[config.mk]
export PLATFORM = sky130hd
export DESIGN_NAME = multicycle_ctrl
export DESIGN_NICKNAME = d
export VERILOG_FILES = /design/src/rtl/cpu_pkg.sv /design/src/rtl/mem_timeout.sv /design/src/rtl/multicycle_ctrl.sv
export SDC_FILE = /design/constraint.sdc
export NUM_CORES = 1
export LEC_CHECK = 0
export ABC_AREA = 0
export BUFFER_PORTS_ARGS = -buffer_cell sky130_fd_sc_hd__buf_2
export CORE_AREA = 2 2 86 88
export CTS_BUF_LIST = sky130_fd_sc_hd__clkbuf_8
export DETAILED_ROUTE_END_ITERATION = 6
export DIE_AREA = 0 0 88 90
export PLACE_DENSITY = 0.62
export SYNTH_ARGS = -nofsm -noshare
export SYNTH_HDL_FRONTEND = slang
export SYNTH_SLANG_ARGS = --single-unit
[constraint.sdc]
create_clock -name clk -period 1.5 [get_ports clk]
set_input_delay 0.15 -clock clk [delete_from_list [all_inputs] [get_ports clk]]
set_output_delay 0.15 -clock clk [all_outputs]
set_load 0.01 [all_outputs]
[src/rtl/cpu_pkg.sv]
// Shared definitions for the multicycle controller: opcodes, FSM state
// encoding, PC/writeback mux selects and fault cause codes.
package cpu_pkg;

  // RV32I major opcodes (instr[6:0])
  localparam logic [6:0] OP_LUI    = 7'b0110111;
  localparam logic [6:0] OP_AUIPC  = 7'b0010111;
  localparam logic [6:0] OP_JAL    = 7'b1101111;
  localparam logic [6:0] OP_JALR   = 7'b1100111;
  localparam logic [6:0] OP_BRANCH = 7'b1100011;
  localparam logic [6:0] OP_LOAD   = 7'b0000011;
  localparam logic [6:0] OP_STORE  = 7'b0100011;
  localparam logic [6:0] OP_IMM    = 7'b0010011;
  localparam logic [6:0] OP_OP     = 7'b0110011;

  // Controller state, visible on the debug state port
  typedef enum logic [2:0] {
    ST_IDLE   = 3'd0,
    ST_FETCH  = 3'd1,
    ST_DECODE = 3'd2,
    ST_EXEC   = 3'd3,
    ST_MEM    = 3'd4,
    ST_WB     = 3'd5,
    ST_FAULT  = 3'd6
  } state_e;

  // Next-PC source select
  typedef enum logic [1:0] {
    PC_PLUS4  = 2'b00,
    PC_TARGET = 2'b01,
    PC_JALR   = 2'b10
  } pc_src_e;

  // Register-file writeback source select
  typedef enum logic [1:0] {
    WB_ALU = 2'b00,
    WB_MEM = 2'b01,
    WB_PC4 = 2'b10
  } wb_sel_e;

  // Sticky fault cause
  typedef enum logic [1:0] {
    FC_NONE    = 2'b00,
    FC_ILLEGAL = 2'b01,
    FC_TIMEOUT = 2'b10
  } fault_cause_e;

  // Opcodes the controller knows how to sequence
  function automatic logic is_legal_op(input logic [6:0] op);
    logic legal;
    legal = 1'b0;
    case (op)
      OP_LUI, OP_AUIPC, OP_JAL, OP_JALR, OP_BRANCH,
      OP_LOAD, OP_STORE, OP_IMM, OP_OP: legal = 1'b1;
      default:                          legal = 1'b0;
    endcase
    return legal;
  endfunction

  // Opcodes that need a data-memory phase
  function automatic logic is_mem_op(input logic [6:0] op);
    return (op == OP_LOAD) || (op == OP_STORE);
  endfunction

endpackage

[src/rtl/mem_timeout.sv]
// Memory wait-cycle counter. Counts cycles a request is outstanding without
// a handshake and flags the cycle in which the TIMEOUT-th wait occurs.
module mem_timeout #(
  parameter int unsigned TIMEOUT = 255
) (
  input  logic clk,
  input  logic reset,
  input  logic clear,
  input  logic count,
  output logic expired
);

  localparam int unsigned CW = (TIMEOUT < 2) ? 1 : $clog2(TIMEOUT + 1);
  localparam logic [CW-1:0] LAST = CW'((TIMEOUT == 0) ? 0 : TIMEOUT - 1);

  logic [CW-1:0] cnt_q;

  // Wait counter: cleared on handshake/idle, saturates at the last wait slot
  always_ff @(posedge clk or posedge reset) begin
    if (reset) begin
      cnt_q <= '0;
    end else if (clear) begin
      cnt_q <= '0;
    end else if (count && (cnt_q != LAST)) begin
      cnt_q <= cnt_q + CW'(1);
    end
  end

  // Expiry is qualified by count, so a same-cycle mem_ready always wins
  assign expired = count && (cnt_q == LAST);

endmodule

[src/rtl/multicycle_ctrl.sv]
// Multicycle RV32I control unit: sequences fetch, decode, execute, memory
// and writeback, counts retired instructions and latches sticky faults.
module multicycle_ctrl
  import cpu_pkg::*;
#(
  parameter int unsigned TIMEOUT = 255
) (
  input  logic        clk,
  input  logic        reset,
  input  logic        run,
  input  logic [6:0]  opcode,
  input  logic        branch_taken,
  input  logic        mem_ready,
  output logic        mem_req,
  output logic        mem_we,
  output logic        mem_addr_sel,
  output logic        ir_we,
  output logic        pc_we,
  output logic        reg_we,
  output logic [1:0]  pc_src,
  output logic [1:0]  wb_sel,
  output logic [2:0]  state,
  output logic [31:0] instret,
  output logic        fault,
  output logic [1:0]  fault_cause
);

  state_e     state_q;
  logic [6:0] op_q;
  logic       retire;
  logic       tmo_clear;
  logic       tmo_count;
  logic       tmo_expired;

  assign state = state_q;

  // Counter runs only while a request waits; any other cycle clears it
  assign tmo_count = mem_req && !mem_ready;
  assign tmo_clear = !mem_req || mem_ready;

  mem_timeout #(
    .TIMEOUT(TIMEOUT)
  ) u_mem_timeout (
    .clk    (clk),
    .reset  (reset),
    .clear  (tmo_clear),
    .count  (tmo_count),
    .expired(tmo_expired)
  );

  // Strobes decoded from registered state plus live handshake/compare inputs;
  // IDLE (including during reset) and FAULT fall through to all-zero defaults
  always_comb begin
    mem_req      = 1'b0;
    mem_we       = 1'b0;
    mem_addr_sel = 1'b0;
    ir_we        = 1'b0;
    pc_we        = 1'b0;
    reg_we       = 1'b0;
    pc_src       = PC_PLUS4;
    wb_sel       = WB_ALU;
    retire       = 1'b0;
    case (state_q)
      ST_FETCH: begin
        mem_req = 1'b1;
        ir_we   = mem_ready;
      end
      ST_EXEC: begin
        if (op_q == OP_BRANCH) begin
          pc_we  = 1'b1;
          pc_src = branch_taken ? PC_TARGET : PC_PLUS4;
          retire = 1'b1;
        end
      end
      ST_MEM: begin
        mem_req      = 1'b1;
        mem_addr_sel = 1'b1;
        mem_we       = (op_q == OP_STORE);
        if (mem_ready && (op_q == OP_STORE)) begin
          pc_we  = 1'b1;
          retire = 1'b1;
        end
      end
      ST_WB: begin
        reg_we = 1'b1;
        pc_we  = 1'b1;
        retire = 1'b1;
        if (op_q == OP_LOAD) begin
          wb_sel = WB_MEM;
        end else if ((op_q == OP_JAL) || (op_q == OP_JALR)) begin
          wb_sel = WB_PC4;
        end
        if (op_q == OP_JAL) begin
          pc_src = PC_TARGET;
        end else if (op_q == OP_JALR) begin
          pc_src = PC_JALR;
        end
      end
      default: begin
      end
    endcase
  end

  // State sequencing, opcode latch, retire counter and sticky fault capture
  always_ff @(posedge clk or posedge reset) begin
    if (reset) begin
      state_q     <= ST_IDLE;
      op_q        <= '0;
      instret     <= '0;
      fault       <= 1'b0;
      fault_cause <= FC_NONE;
    end else begin
      if (retire) begin
        instret <= instret + 32'd1;
      end
      case (state_q)
        ST_IDLE: begin
          if (run) begin
            state_q <= ST_FETCH;
          end
        end
        ST_FETCH: begin
          if (mem_ready) begin
            state_q <= ST_DECODE;
          end else if (tmo_expired) begin
            state_q     <= ST_FAULT;
            fault       <= 1'b1;
            fault_cause <= FC_TIMEOUT;
          end
        end
        ST_DECODE: begin
          op_q <= opcode;
          if (is_legal_op(opcode)) begin
            state_q <= ST_EXEC;
          end else begin
            state_q     <= ST_FAULT;
            fault       <= 1'b1;
            fault_cause <= FC_ILLEGAL;
          end
        end
        ST_EXEC: begin
          if (op_q == OP_BRANCH) begin
            state_q <= run ? ST_FETCH : ST_IDLE;
          end else if (is_mem_op(op_q)) begin
            state_q <= ST_MEM;
          end else begin
            state_q <= ST_WB;
          end
        end
        ST_MEM: begin
          if (mem_ready) begin
            if (op_q == OP_LOAD) begin
              state_q <= ST_WB;
            end else begin
              state_q <= run ? ST_FETCH : ST_IDLE;
            end
          end else if (tmo_expired) begin
            state_q     <= ST_FAULT;
            fault       <= 1'b1;
            fault_cause <= FC_TIMEOUT;
          end
        end
        ST_WB: begin
          state_q <= run ? ST_FETCH : ST_IDLE;
        end
        ST_FAULT: begin
          state_q <= ST_FAULT;
        end
        default: begin
          state_q <= ST_IDLE;
        end
      endcase
    end
  end

endmodule

==> key figures, run 1 <==
Yosys
  • Number of flops mapped to enable cells by yosys: 0
  • Synthesized instance count: 258
  • Most used DFF post-synth: dfrtp_1
  • Syn_area_per_cell: 10.65 um^2
  • Mapped Area: 2748 um^2
  • Largest family of logic cells by synthesized area: simple AND/OR/NAND/NOR gates
  • Area share of and/or/nand/nor cells after synthesis: 25.91%
  • Adder-cell share of the synthesized area: 1.366%
  • Share of the synthesized area in compound gates (AO/OA/AOI/OAI): 6.922%
  • Post-Synth XOR/XNOR Area: 11.48%
  • Multiplexer share of the synthesized area: 2.869%
  • Netlist cell types: 45
  • Yosys top cell by area: dfrtp_1
  • #FFs+latches synth: 53
  • Syn Nets: 273
  • Sequential area share after synthesis: 48.27%
  • Async S/R FF share, synth: 100.0%
  • Yosys top cell area share: 48.27%
  • Warnings, synthesis: 0
  • Main area contributors after synthesis: dfrtp_1 48%, xnor2_1 6.7%, xor2_1 4.8%

Finish
  • P&R area growth vs syn: 60.34%
  • Diodes inserted: 0
  • Finished Cell Area: 4405 um^2
  • Most frequent cells in the layout: 58 x buf_4, 53 x dfrtp_1, 53 x buf_2
  • Commonest non-fill, non-tap cell in the layout: buf_4
  • Final Non-Filler Cells: 501
  • Layout cells sized above 1: 54.23%
  • Final net count: 416
  • Final-layout fill cell count: 563

Detailed routing
  • Total wire length: 7094 um
  • Drt first pass iters: 4
  • 1st-iter DRT viols: 80
  • Post-route DRC violation count: 0
  • Number of routed nets with antenna violations: 0
  • WL per Instance: 14.16 um
  • Via Count: 2498
  • Vias per inst: 4.986

Worst setup path
  • Worst r2r dst: instret[1]
  • CP max stage cell: dfrtp_1
  • Worst setup SP type: register
  • Reg-to-reg setup timing slack: -0.23 ns
  • Chain of cells forming the critical path: and3b_2 -> a41o_1 -> a21o_4 -> buf_6 -> buf_6
  • Delay-heaviest family, CP: compound AO/OA/AOI/OAI gates
  • Worst setup endpoint: pc_we
  • Arrival @ worst endpoint: 1.61 ns
  • Reg-to-Reg Start: op_q[0]
  • Crit-path max cell delay: 0.42 ns
  • Crit path capture type: output port
  • WS Path Type: register to output port
  • Max FO, Critical Path: 3
  • Worst setup path start: op_q[0]
  • Required time worst endpoint: 1.35 ns
  • CP bufs+invs: 2
  • Worst R2R Path Depth: 6
  • Worst path most repeated cell: buf_6
  • Critical Path Stages: 5

Power and ir drop
  • Leakage: 2.275 nW
  • Gate power share: 3.6%
  • Power share of the clock group: 40.1%
  • Net Sw Power: 0.0005330 W
  • Worst VDD drop: 0.5950 mV
  • Sw Ratio: 20.96%
  • Sequential power share: 56.4%
  • Cell Pwr Density: 577.3 nW/um^2
  • P_int: 0.002010 W

GRT
  • Antenna violations before repair: 0
  • GRT overflow: 0
  • Vias in the first global route: 2341
  • Gr usage total: 17.83%
  • Global-route wire length before repair: 11250 um
  • Largest net degree at the start of global routing: 21

Timing
  • Skew final: 0.008289 ns
  • Slew headroom: 67.88%
  • Tmin final: 1.763 ns
  • Final Hold Fails: 0
  • Final setup viols: 50
  • Max-slew violations: 0
  • Final worst slack: -0.2628 ns
  • Worst slew pin tran: 0.4811 ns
  • Part of the cycle the worst path needs: 117.5%
  • Fmax: 567.3 MHz
  • RSZ-0062 raised after global routing: yes

Clock tree
  • CTS sink count: 53
  • CTS Buffer Depth: 2
  • Clock Latency Late Sink: 0.31 ns
  • CTS buffer count: 5
  • H-tree levels: 2
  • Reg clk slew, reported paths: 0.09 ns
  • CTS Root Cell: clkbuf_8
  • CTS tree: yes

Die
  • Die height: 90 um
  • # IOs: 60
  • Die footprint: 7920 um^2
  • Initial core utilization: 39.14%
  • Core ar.: 7020 um^2
  • Die W: 88 um
  • Num rows: 31

Place
  • Placed cell count: 469
  • RePlAce Congestion: 0.8620
  • DP Worst Slack: -0.1739 ns
  • Port Buf Inserts: 59
  • DP HPWL: 4665 um
  • Placed cell area: 3667 um^2

Run status
  • Outcome: finished, violations left
  • Violated checks: setup timing

Run
  • Maxcap violations: 0

Worst hold path
  • Worst hold path type: primary input to register
area by class of cell:
type / instances / area, um^2 / share of cell area, %
inverters: 7 / 28.78 / 0.6532
repair buffers: 144 / 1124 / 25.50
clock inverters: 2 / 37.54 / 0.8520
clock buffers: 6 / 82.58 / 1.874
well taps: 99 / 123.9 / 2.812
flip-flops and latches: 53 / 1326 / 30.11
multi-input cells: 190 / 1683 / 38.20
worst register-to-register path, delay by kind of cell (launching register included):
family,cells,cell delay (ns)
compound gates,2,0.44
simple gates,1,0.24
mux,1,0.28
buf+inv,2,0.25
flops,1,0.42
metal layers:
layer	GRT usage (%)	part of all wire [%]	up-vias
met5	0	0	-
met4	5.897	2.1	0
met3	3.581	4.1	11
met2	27.02	48	56
met1	25.41	45	1222
li1	-	-	1209
power groups by stage:
stage	logic [W]	clock network, W	registers [W]
after global routing	0.000102	0.00111	0.00143
after floorplan	0.0000342	0	0.00146
after global placement	0.0000854	0	0.00146
after CTS	0.0000892	0.00105	0.00143
final	0.0000910	0.00102	0.00143
after detailed placement	0.0000872	0	0.00146
state kept, by name (all words and copies together), names as in the netlist:
name and cells:
fault_cause 2, op_q 7, instret 32, fault 1, u_mem_timeout.cnt_q 8, state 3
cell usage after synthesis (2+ instances only):
cell       n
or3_1      3
nor4_1     2
xnor2_1   21
nor3_2     4
a21oi_1    2
xor2_1    15
buf_6      4
and2_1     4
o21ai_0    6
nor3b_1    2
a22o_2     2
nand3_1   17
and3_1    12
clkbuf_1   3
o22ai_1    3
nor2_1    24
a211oi_1   2
nand2_1   11
dfrtp_1   53
nand2b_1   4
nand4_1   15
ha_1       3
nor2b_1    5
inv_1      7
nor3_1     4
mux2_2     7
and4_1     5
timing repair:
item,in CTS,in global routing
resized for setup,42,46
endpoints found under the hold margin,18,0
pin swaps,16,33
setup endpoints to repair,47,49
setup buffers,18,9
hold buffers,1,0
gates cloned,0,1
worst min-delay path by stage:
| stage | startpoint | endpoint | slack, ns | depth (start not counted) |
|---|---|---|---|---|
| 6_report | opcode[3] | op_q[3] | 0.08 | 2 |
| 5_1_grt | opcode[3] | op_q[3] | 0.08 | 2 |
| 4_1_cts | opcode[3] | op_q[3] | 0.08 | 2 |
| 3_5_place_dp | reset | instret[11] | 0.20 | 2 |
| 3_3_place_gp | reset | instret[11] | 0.20 | 2 |
| 2_1_floorplan | opcode[6] | op_q[6] | 0.27 | 2 |
per-stage QoR:
step	util (%)	power [W]	hold WS [ns]	TNS, ns
after CTS	58.85	0.002576	0.07566	-6.330
after global placement	52.24	0.001547	0.1967	-2.898
after global routing	62.75	0.002646	0.08158	-10.51
after detailed placement	52.24	0.001549	0.1951	-4.270
after floorplan	-	0.001498	0.2668	-2.887
final	62.75	0.002543	0.08418	-7.098
logic make-up (layout without fill, tap and decap cells):
| group | after synthesis | after routing |
|---|---|---|
| compound gates | 26 | 26 |
| xor+xnor | 36 | 36 |
| fa+ha+maj | 3 | 3 |
| buf+inv | 15 | 159 |
| flops | 53 | 53 |
| mux | 7 | 7 |
| simple gates | 118 | 118 |
Power figures use the tool's default switching activity.
==> run 2: changes to the inputs <==
Settings changed: CELL_PAD_IN_SITES_DETAIL_PLACEMENT set to 1, CELL_PAD_IN_SITES_GLOBAL_PLACEMENT set to 2, CORE_AREA 2 2 86 88 to 2 2 96 98, DIE_AREA 0 0 88 90 to 0 0 98 100, PLACE_DENSITY 0.62 to 0.76.
==> key figures, run 2 (synthesized netlist as in run 1, its figures left out) <==
GRT
  • Vias in the first global route: 2596 (+11%)
  • Largest net degree at the start of global routing: 54 (+160%)
  • Gr usage total: 16.49% (-1.3 points)
  • Global-route wire length before repair: 13100 um (+16%)
  • GRT overflow: 0 (unchanged)
  • Antenna violations before repair: 0 (unchanged)

Timing
  • Final setup viols: 45 (-10%)
  • Fmax: 578.6 MHz (+2.0%)
  • Slew headroom: 73.63% (+5.7 points)
  • Skew final: 0.006012 ns (-0.002276 ns)
  • Final worst slack: -0.2282 ns (+0.03457 ns)
  • Worst slew pin tran: 0.3925 ns (-0.08851 ns)
  • WHS: 0.08101 ns (-0.003163 ns)
  • Part of the cycle the worst path needs: 115.2% (-2.3 points)
  • Final Hold Fails: 0 (unchanged)
  • RSZ-0062 raised after global routing: yes
  • Tmin final: 1.728 ns (-0.03457 ns)
  • Max-slew violations: 0 (unchanged)

Worst setup path
  • CP max stage cell: dfrtp_1
  • CP bufs+invs: 2 (unchanged)
  • WS Path Type: register to output port
  • Max FO, Critical Path: 3 (unchanged)
  • Worst r2r dst: instret[13]
  • Crit-path max cell delay: 0.42 ns (about the same)
  • Crit path capture type: output port
  • Worst setup SP type: register
  • Chain of cells forming the critical path: and2b_2 -> buf_6 -> nand2_4 -> nor3_4 -> a22o_4 -> buf_6
  • Reg-to-Reg Start: state[1]
  • Delay-heaviest family, CP: simple AND/OR/NAND/NOR gates
  • Worst R2R Path Depth: 7 (+1)
  • Required time worst endpoint: 1.35 ns (about the same)
  • Worst path most repeated cell: buf_6
  • Reg-to-reg setup timing slack: -0.19 ns (+0.04 ns)
  • Arrival @ worst endpoint: 1.58 ns (-0.03 ns)

Finish
  • Final Util: 48.80% (-14 points)
  • Final Non-Filler Cells: 509 (+1.6%)
  • P&R area growth vs syn: 57.88%
  • Finished Cell Area: 4338 um^2 (-1.5%)
  • Final net count: 412 (-0.96%)
  • Most frequent cells in the layout: 60 x buf_4, 54 x buf_2, 51 x dfrtp_1
  • Max reg flops: 32 (unchanged)
  • Top flop regs: instret (32), u_mem_timeout.cnt_q (8), op_q (7)
  • Largest Register: instret
  • Diodes inserted: 0 (unchanged)
  • Layout cells sized above 1: 55.78% (+1.6 points)
  • Commonest non-fill, non-tap cell in the layout: buf_4

Place
  • Placed cell count: 485 (+3.4%)
  • DP HPWL: 5435 um (+17%)
  • RePlAce Congestion: 0.8029 (-6.9%)
  • Port Buf Inserts: 59 (unchanged)
  • Placed cell area: 3687 um^2 (+0.55%)
  • DP Worst Slack: -0.2586 ns (-0.08475 ns)

Die
  • Die height: 100 um (+11%)
  • # IOs: 60 (unchanged)
  • Die footprint: 9800 um^2 (+24%)
  • Core ar.: 8890 um^2 (+27%)
  • Num rows: 35 (+13%)
  • Initial core utilization: 30.91% (-8.2 points)
  • Die W: 98 um (+11%)

Detailed routing
  • Wire length on met3: 211 um (-27%)
  • Highest Signal Layer: met4
  • Post-route DRC violation count: 0 (unchanged)
  • Drt first pass iters: 4 (unchanged)
  • WL per Instance: 15.87 um (+12%)
  • Via Count: 2491 (-0.28%)
  • Met2 routed wirelength: 4162 um (+21%)
  • Number of routed nets with antenna violations: 0 (unchanged)
  • Vias per inst: 4.894 (-1.8%)
  • 1st-iter DRT viols: 48 (-40%)
  • Total wire length: 8078 um (+14%)
  • Metal1 wirelength: 3626 um (+13%)

Worst hold path
  • Worst hold path type: primary input to register
  • Hold Path Cell Cnt: 2 (unchanged)
  • Hold Crit Start: opcode[3]
  • Hold Path End: op_q[3]

Clock tree
  • Clock Latency Late Sink: 0.32 ns (about the same)
  • CTS buffer count: 5 (unchanged)
  • CTS sink count: 53 (unchanged)
  • CTS Root Cell: clkbuf_8
  • Reg clk slew, reported paths: 0.10 ns (about the same)
  • CTS tree: yes
  • CTS Buffer Depth: 2 (unchanged)
  • H-tree levels: 2 (unchanged)

Run
  • Maxcap violations: 0 (unchanged)

Run status
  • Outcome: finished, violations left
  • Violated checks: setup timing

Power and ir drop
  • Worst VDD drop: 0.3602 mV (-39%)
  • Leakage: 2.277 nW (about the same)
  • Cell Pwr Density: 546.9 nW/um^2 (-5.3%)
-- run 2: final cells by class --
cell class	count	area, um^2
repair buffers	140	1047
fillers	980	4552
clock buffers	5	68.82
inverters	7	26.28
well taps	111	138.9
flip-flops and latches	53	1329
clock inverters	3	22.52
multi-input cells	190	1705
-- run 2: report_power, final --
part | switching, W | leakage [nW] | internal, W | total, W
clock | 0.000518 | 0.0481 | 0.000333 | 0.000851
sequential | 0.00000204 | 0.714 | 0.00143 | 0.00143
combinational | 0.0000540 | 1.52 | 0.0000335 | 0.0000875
total | 0.000574 | 2.28 | 0.00180 | 0.00237
-- run 2: through the flow --
step	setup TNS (ns)	power, W
2_1_floorplan	-2.887	0.001498
3_3_place_gp	-4.620	0.001547
3_5_place_dp	-5.813	0.001549
4_1_cts	-5.655	0.002407
5_1_grt	-10.79	0.002472
6_report	-6.007	0.002372
-- run 2: timing repair --
action                     in CTS  in global routing
setup buffers                  12                  4
resized for setup              39                 54
cloned                          0                  0
hold endpoints to repair       53                  0
pin swaps                      20                 25
setup endpoints to repair      46                 56
hold buffers                    1                  0
-- run 2: worst max-delay path by stage --
stage,from,endpoint,slack [ns],cells past startpoint
floorplan,instret[3],instret[27],-0.16,7
global placement,op_q[2],instret[30],-0.22,5
detailed placement,op_q[2],instret[26],-0.26,5
CTS,state[1],pc_src[0],-0.23,6
global route,state[1],pc_src[0],-0.32,6
finish,state[1],pc_src[0],-0.23,6
-- run 2: per-layer routing --
layer / vias to the layer above / GRT usage (%)
met5: - / 0
met4: 0 / 3.205
met3: 5 / 2.507
met2: 35 / 28.98
met1: 1256 / 21.79
li1: 1195 / -
-- run 2: worst register-to-register path, stage by stage, from the launching register on --
cell and delay, ns:
dfrtp_1 0.40, and2b_2 0.26, buf_6 0.12, and4_1 0.19
a22oi_2 0.17, buf_12 0.21, nand2b_4 0.16, xnor2_2 0.10
